===== src/rtl/odmb_trig_sequencer.sv =====
// Trigger playback sequencer for ODMB standalone/test modes.
// A small table of timestamped trigger entries is loaded while idle.
// After start, each entry is emitted as a one-clock pulse when the local
// timestamp counter reaches the entry timestamp. Entries whose timestamp
// has already passed are skipped and flagged in the sticky err_late.
// The table is read through a one-entry lookahead (cur_r holds the entry
// under compare, mem_q_r already holds the following one), so consecutive
// timestamps fire on consecutive enabled cycles.
module odmb_trig_sequencer #(
   parameter int DEPTH_LOG2 = 6,
   parameter int TS_WIDTH   = 32,
   parameter int LCT_WIDTH  = 8
) (
   input  logic                              clk,
   input  logic                              rst,
   input  logic                              wr_en,
   input  logic [DEPTH_LOG2-1:0]             wr_addr,
   input  logic [TS_WIDTH+3+LCT_WIDTH-1:0]   wr_data,
   input  logic [DEPTH_LOG2:0]               n_entries,
   input  logic                              start,
   input  logic                              stop,
   input  logic                              loop_en,
   input  logic                              en,
   output logic                              l1a,
   output logic                              alct_dav,
   output logic                              tmb_dav,
   output logic [LCT_WIDTH-1:0]              lct,
   output logic [TS_WIDTH-1:0]               ts_cnt,
   output logic                              busy,
   output logic                              done,
   output logic                              err_late
);

   localparam int ENTRY_W = TS_WIDTH + 3 + LCT_WIDTH;
   localparam int DEPTH   = 1 << DEPTH_LOG2;
   localparam int PTR_W   = DEPTH_LOG2 + 1;

   typedef enum logic [1:0] {
      IDLE = 2'd0,
      ARM  = 2'd1,
      RUN  = 2'd2
   } state_t;

   state_t state_r, state_next_s;

   logic [ENTRY_W-1:0]    mem_r [DEPTH];
   logic [ENTRY_W-1:0]    mem_q_r;
   logic [ENTRY_W-1:0]    cur_r;
   logic [PTR_W-1:0]      ptr_r;
   logic [PTR_W-1:0]      n_r;
   logic [PTR_W-1:0]      n_clamp_s;
   logic [PTR_W-1:0]      n_last_s;
   logic [PTR_W-1:0]      ptr_p1_s;
   logic [PTR_W-1:0]      ptr_p2_s;
   logic [DEPTH_LOG2-1:0] rd_addr_s;
   logic                  arm_cnt_r;
   logic [TS_WIDTH-1:0]   cur_ts_s;
   logic [TS_WIDTH-1:0]   ts_cnt_r;
   logic                  start_ok_s;
   logic                  fire_s;
   logic                  late_s;
   logic                  consume_s;
   logic                  last_s;
   logic                  l1a_r, alct_dav_r, tmb_dav_r;
   logic [LCT_WIDTH-1:0]  lct_r;
   logic                  busy_r, done_r, err_late_r;

   assign cur_ts_s = cur_r[ENTRY_W-1 -: TS_WIDTH];
   assign ptr_p1_s = ptr_r + PTR_W'(1);
   assign ptr_p2_s = ptr_r + PTR_W'(2);
   assign n_last_s = n_r - PTR_W'(1);

   // Clamp the requested entry count to the table depth.
   always_comb begin
      n_clamp_s = n_entries;
      if (n_entries > PTR_W'(DEPTH)) begin
         n_clamp_s = PTR_W'(DEPTH);
      end else begin
         n_clamp_s = n_entries;
      end
   end

   // Next-state logic, compare decisions and table read address.
   always_comb begin
      state_next_s = state_r;
      rd_addr_s    = {DEPTH_LOG2{1'b0}};
      fire_s       = 1'b0;
      late_s       = 1'b0;
      start_ok_s   = (state_r == IDLE) && start && !stop &&
                     (n_entries != {PTR_W{1'b0}});
      if ((state_r == RUN) && en && !stop) begin
         fire_s = (cur_ts_s == ts_cnt_r);
         late_s = (ts_cnt_r > cur_ts_s);
      end else begin
         fire_s = 1'b0;
         late_s = 1'b0;
      end
      consume_s = fire_s | late_s;
      last_s    = consume_s && (ptr_r == n_last_s);

      case (state_r)
         IDLE: begin
            if (start_ok_s) begin
               state_next_s = ARM;
            end else begin
               state_next_s = IDLE;
            end
         end
         ARM: begin
            // first ARM clock fetches entry 0, second fetches entry 1
            rd_addr_s = arm_cnt_r ? DEPTH_LOG2'(1) : DEPTH_LOG2'(0);
            if (stop) begin
               state_next_s = IDLE;
            end else if (arm_cnt_r) begin
               state_next_s = RUN;
            end else begin
               state_next_s = ARM;
            end
         end
         RUN: begin
            // keep mem_q_r one entry ahead of cur_r
            rd_addr_s = consume_s ? ptr_p2_s[DEPTH_LOG2-1:0]
                                  : ptr_p1_s[DEPTH_LOG2-1:0];
            if (stop) begin
               state_next_s = IDLE;
            end else if (last_s) begin
               state_next_s = loop_en ? ARM : IDLE;
            end else begin
               state_next_s = RUN;
            end
         end
         default: begin
            state_next_s = IDLE;
         end
      endcase
   end

   // State register.
   always_ff @(posedge clk or posedge rst) begin
      if (rst) begin
         state_r <= IDLE;
      end else begin
         state_r <= state_next_s;
      end
   end

   // Trigger table: writes only while idle, one-cycle registered read.
   always_ff @(posedge clk) begin
      if (wr_en && (state_r == IDLE)) begin
         mem_r[wr_addr] <= wr_data;
      end
      mem_q_r <= mem_r[rd_addr_s];
   end

   // Playback datapath: counter, pointer, lookahead entry and pulse outputs.
   always_ff @(posedge clk or posedge rst) begin
      if (rst) begin
         ts_cnt_r   <= {TS_WIDTH{1'b0}};
         err_late_r <= 1'b0;
         ptr_r      <= {PTR_W{1'b0}};
         n_r        <= {PTR_W{1'b0}};
         arm_cnt_r  <= 1'b0;
         cur_r      <= {ENTRY_W{1'b0}};
         l1a_r      <= 1'b0;
         alct_dav_r <= 1'b0;
         tmb_dav_r  <= 1'b0;
         lct_r      <= {LCT_WIDTH{1'b0}};
         busy_r     <= 1'b0;
         done_r     <= 1'b0;
      end else begin
         l1a_r      <= 1'b0;
         alct_dav_r <= 1'b0;
         tmb_dav_r  <= 1'b0;
         lct_r      <= {LCT_WIDTH{1'b0}};
         done_r     <= 1'b0;
         busy_r     <= (state_next_s != IDLE);
         case (state_r)
            IDLE: begin
               if (start_ok_s) begin
                  ts_cnt_r   <= {TS_WIDTH{1'b0}};
                  err_late_r <= 1'b0;
                  ptr_r      <= {PTR_W{1'b0}};
                  n_r        <= n_clamp_s;
                  arm_cnt_r  <= 1'b0;
               end
            end
            ARM: begin
               if (!stop) begin
                  arm_cnt_r <= ~arm_cnt_r;
                  if (arm_cnt_r) begin
                     cur_r <= mem_q_r;
                  end
               end
            end
            RUN: begin
               if (!stop && en) begin
                  ts_cnt_r <= ts_cnt_r + TS_WIDTH'(1);
                  if (fire_s) begin
                     l1a_r      <= cur_r[LCT_WIDTH+2];
                     alct_dav_r <= cur_r[LCT_WIDTH+1];
                     tmb_dav_r  <= cur_r[LCT_WIDTH];
                     lct_r      <= cur_r[LCT_WIDTH-1:0];
                  end
                  if (late_s) begin
                     err_late_r <= 1'b1;
                  end
                  if (consume_s) begin
                     if (last_s) begin
                        if (loop_en) begin
                           // restart: clear overrides the increment above
                           ptr_r     <= {PTR_W{1'b0}};
                           ts_cnt_r  <= {TS_WIDTH{1'b0}};
                           arm_cnt_r <= 1'b0;
                        end else begin
                           done_r <= 1'b1;
                        end
                     end else begin
                        ptr_r <= ptr_p1_s;
                        cur_r <= mem_q_r;
                     end
                  end
               end
            end
            default: begin
               ptr_r <= {PTR_W{1'b0}};
            end
         endcase
      end
   end

   assign l1a      = l1a_r;
   assign alct_dav = alct_dav_r;
   assign tmb_dav  = tmb_dav_r;
   assign lct      = lct_r;
   assign ts_cnt   = ts_cnt_r;
   assign busy     = busy_r;
   assign done     = done_r;
   assign err_late = err_late_r;

endmodule


===== config.mk =====
export PLATFORM = sky130hd
export DESIGN_NAME = odmb_trig_sequencer
export DESIGN_NICKNAME = d
export VERILOG_FILES = /design/src/rtl/odmb_trig_sequencer.sv
export SDC_FILE = /design/constraint.sdc
export NUM_CORES = 2
export LEC_CHECK = 0
export ABC_AREA = 0
export CAP_MARGIN = 20
export CORE_ASPECT_RATIO = 0.5
export CORE_MARGIN = 3
export CORE_UTILIZATION = 63
export CTS_CLUSTER_SIZE = 20
export DETAILED_ROUTE_END_ITERATION = 10
export HOLD_SLACK_MARGIN = 0.12
export PLACE_DENSITY = 0.77
export SYNTH_ARGS = -nofsm -noshare
export SYNTH_HDL_FRONTEND = slang
export SYNTH_SLANG_ARGS = --single-unit

===== constraint.sdc =====
create_clock -name clk -period 5.53 [get_ports clk]
set_input_delay 1.3825 -clock clk [delete_from_list [all_inputs] [get_ports clk]]
set_output_delay 1.3825 -clock clk [all_outputs]
set_load 0.1 [all_outputs]

==> impl_metrics.toml <==
[outcome]
outcome = "complete, no violations"

[logic_synthesis]
ys.warnings.count = 0
seq_area_frac_synth_pct = 75.68
post-synth-top-count-cell = "edfxtp_1"
ys.flop_type = "edfxtp_1"
synth.distinct_cells = 74
syn_inst = 8100
synth_top_area_cell = "edfxtp_1"
yosys-top-cells-count = "edfxtp_1, nand2_1, nand3_1, clkbuf_1, a21oi_1"
ys_async_sr_fraction_pct = 3.654
synthMuxAreaShare_pct = 2.784
synth_top_family_by_area = "simple AND/OR/NAND/NOR gates"
netlist.area_leader.share_pct = 72.59
avgSynthCellArea_um2 = 14.05
synthXorXnorAreaFrac_pct = 0.1539
synth_edf_count = 2752
synth_compound_area_share_pct = 5.882
syn-cell-area_mm2 = 0.1138
syn-num-nets = 8204
synth-simple-area-share_pct = 12.78
synth_fa_ha_area_share_pct = 0.4506
synth_area_leaders = "edfxtp_1, nand2_1, nand3_1"
synth-seq-cells = 2901

[route]
drc = 0
vias = 74920
vias_per_cell = 6.890
drt_pass1_iterations = 8
drt-total-wl_um = 339600
drt_iter0_markers = 13480
wl_per_cell_um = 31.23
antenna_left = 0

[layout]
final_area_mm2 = 0.1277
syn_to_final_growth_pct = 12.13
final_cells = 10870
fin_util_pct = 71.67
nets = 8393
drive_gt1_share_pct = 10.54

[die]
core.rowCount = 109
fp.dieArea_mm2 = 0.1862
pin_count = 109
core_region_area_mm2 = 0.1781
dieWidth_um = 607.2
start_util_pct = 63.92
die_h_um = 306.6

[setup_path]
cp-start-kind = "flip-flop"
r2r_slack_ns = 0.11
endpoint_kind = "flip-flop"
crit_path_max_fanout = 51
r2r_start = "ts_cnt[14]$_DFFE_PP0P_"
r2r_end = "mem_q_r[13]$_DFF_P_"
worst-setup-path-type = "flip-flop to flip-flop"
reg2reg_depth = 16
crit_arrival_ns = 6.14
critical_path_required_ns = 6.26

[power_and_ir_drop]
p_leak_nw = 44.06
clkPwrFrac_pct = 36.2
p_comb_share_pct = 10.7
power.density_mw_per_mm2 = 363.2
ir_worst_vdd_uv = 279.4
switching_share_pct = 24.26
switching_power_mw = 11.25
p_int_mw = 35.11
seq_power_share_pct = 53.1

[sta]
rsz0062_at_grt = "no"
tightestPinTransition_ns = 1.184
fin_crit_sh_pct = 97.97
max_freq_mhz = 184.6
setup_viol = 0
max_slew_margin_pct = 21.05
fin_tns_setup_ns = 0
period_needed_ns = 5.418
clock_skew_ns = 0.05036
finalHoldViolations = 0
holdWs_ns = 0.4805
drv_slew = 0

[grt]
grt_usage_pct = 36.21
antenna_found_initial = 27
grt_max_degree = 96
overflow = 0
grt_pass1_vias = 71250
grt_pass1_wl_um = 485900

[cts]
ctsResizeCount = 0
post-cts-setup-buffers = 0
cts_root_buf = "clkbuf_16"
clkTransAtPathRegs_ns = 0.07
cts_tree = "built"
ctsHtreeMaxLevel = 4
cts_buffer_depth = 4
clock_latency_ns = 0.89
clkSinkCount = 2901
cts_buffers = 238
postCtsHoldBufs = 0

[place]
place_area_mm2 = 0.1195
dpl.cell_count = 10410
gp_congestion = 0.8899
io_buffer_count = 108
place_hpwl_um = 191200

[hold_path]
holdPathStages = 1
hold_class = "flip-flop to flip-flop"
whs_endpoint = "lct[6]$_DFF_PP0_"
hold_start = "cur_r[6]$_DFFE_PP0P_"

[job]
drv_cap = 0
logic make-up after synthesis:
group           after synthesis
simple gates               3331
flops                      2901
compound gates              996
buf+inv                     561
mux                         250
fa+ha+maj                    41
xor+xnor                     20
cell usage in the layout (no fill, tap or decap), drive strengths merged, types with 14 or more instances in the layout:
cell           synthesis  routed
a211oi                14      14
a21oi                205     205
a221oi                24      24
a22o                  39      39
a22oi                 60      60
a311oi                64      64
a31oi                 75      75
a32oi                115     115
and2                  15      15
and3                 106     106
buf                  285     400
bufinv                 0      20
clkbuf               232     322
clkdlybuf4s50          0      65
clkinv                 0      88
dfrtp                106     106
dfxtp                 43      43
edfxtp              2752    2752
ha                    41      41
inv                   44      45
mux2i                185     185
mux4                  52      52
nand2               2010    2010
nand3                833     833
nand4                141     141
nor2                 100     100
nor3                  52      52
o211ai                34      34
o21ai                182     182
o22ai                 91      91
o31ai                 30      30
or3                   18      18
layer usage:
layer  GRT usage (%)  wire [um]
met5               0         72
met4           15.62      17000
met3           12.91      58430
met2           52.05     146300
met1           50.58     117800
layout make-up:
cell class,instances,area (um^2)
multi-input combinational,4638,25750
timing repair buffer,466,5025
clock inverter,109,1040
tap,2386,2985
clock buffer,321,6504
sequential,2901,86150
inverter,44,167.7
fill,10690,50460
antenna,9,22.52
how the worst max path moves through the flow:
| stage | depth (start not counted) | endpoint | start | slack (ns) |
|---|---|---|---|---|
| 2_1_floorplan | 4 | mem_r[52][0]$_DFFE_PP_ | wr_addr[3] | 0.16 |
| 3_3_place_gp | 17 | mem_q_r[13]$_DFF_P_ | en | 0.17 |
| 3_5_place_dp | 17 | mem_q_r[13]$_DFF_P_ | en | 0.21 |
| 4_1_cts | 17 | mem_q_r[17]$_DFF_P_ | ts_cnt[14]$_DFFE_PP0P_ | 0.38 |
| 5_1_grt | 16 | mem_q_r[13]$_DFF_P_ | ts_cnt[14]$_DFFE_PP0P_ | 0.008 |
| 6_report | 16 | mem_q_r[13]$_DFF_P_ | ts_cnt[14]$_DFFE_PP0P_ | 0.11 |
flip-flops by register name, indices dropped and copies added, names as in the netlist, 2 cells and up:
| signal | cells |
|---|---|
| n_r | 7 |
| lct | 8 |
| ts_cnt | 32 |
| ptr_r | 7 |
| mem_q_r | 43 |
| mem_r | 2752 |
| state_r | 2 |
| cur_r | 43 |
worst max-delay path, cell delays in order (launching register included):
cell and delay, ns:
dfrtp_1 0.45, ha_1 0.35, nand4_1 0.15, nor3_1 0.47
a21boi_1 0.28, nor4_1 0.13, o21ai_1 0.52, a21oi_1 0.40
nor4_4 0.40, buf_12 0.19, buf_4 0.21, buf_12 0.27
nand3_1 0.12, nand4_1 0.20, o22ai_1 0.17, nor3_1 0.65
o31ai_1 0.18
stage by stage:
step	total power [mW]	worst slack (ns)
CTS	46.17	0.3825
floorplan	28.11	0.1567
finish	46.36	0.1120
global placement	29.73	0.1651
detailed placement	29.86	0.2098
global route	47.59	0.007947
power groups by stage:
stage / Combinational (mW) / Clock [mW] / Sequential (mW)
2_1_floorplan: 3.14 / 0 / 25.0
3_3_place_gp: 4.64 / 0 / 25.1
3_5_place_dp: 4.77 / 0 / 25.1
4_1_cts: 4.82 / 16.7 / 24.6
5_1_grt: 5.36 / 17.6 / 24.6
6_report: 4.97 / 16.8 / 24.6
Power figures use the tool's default switching activity.
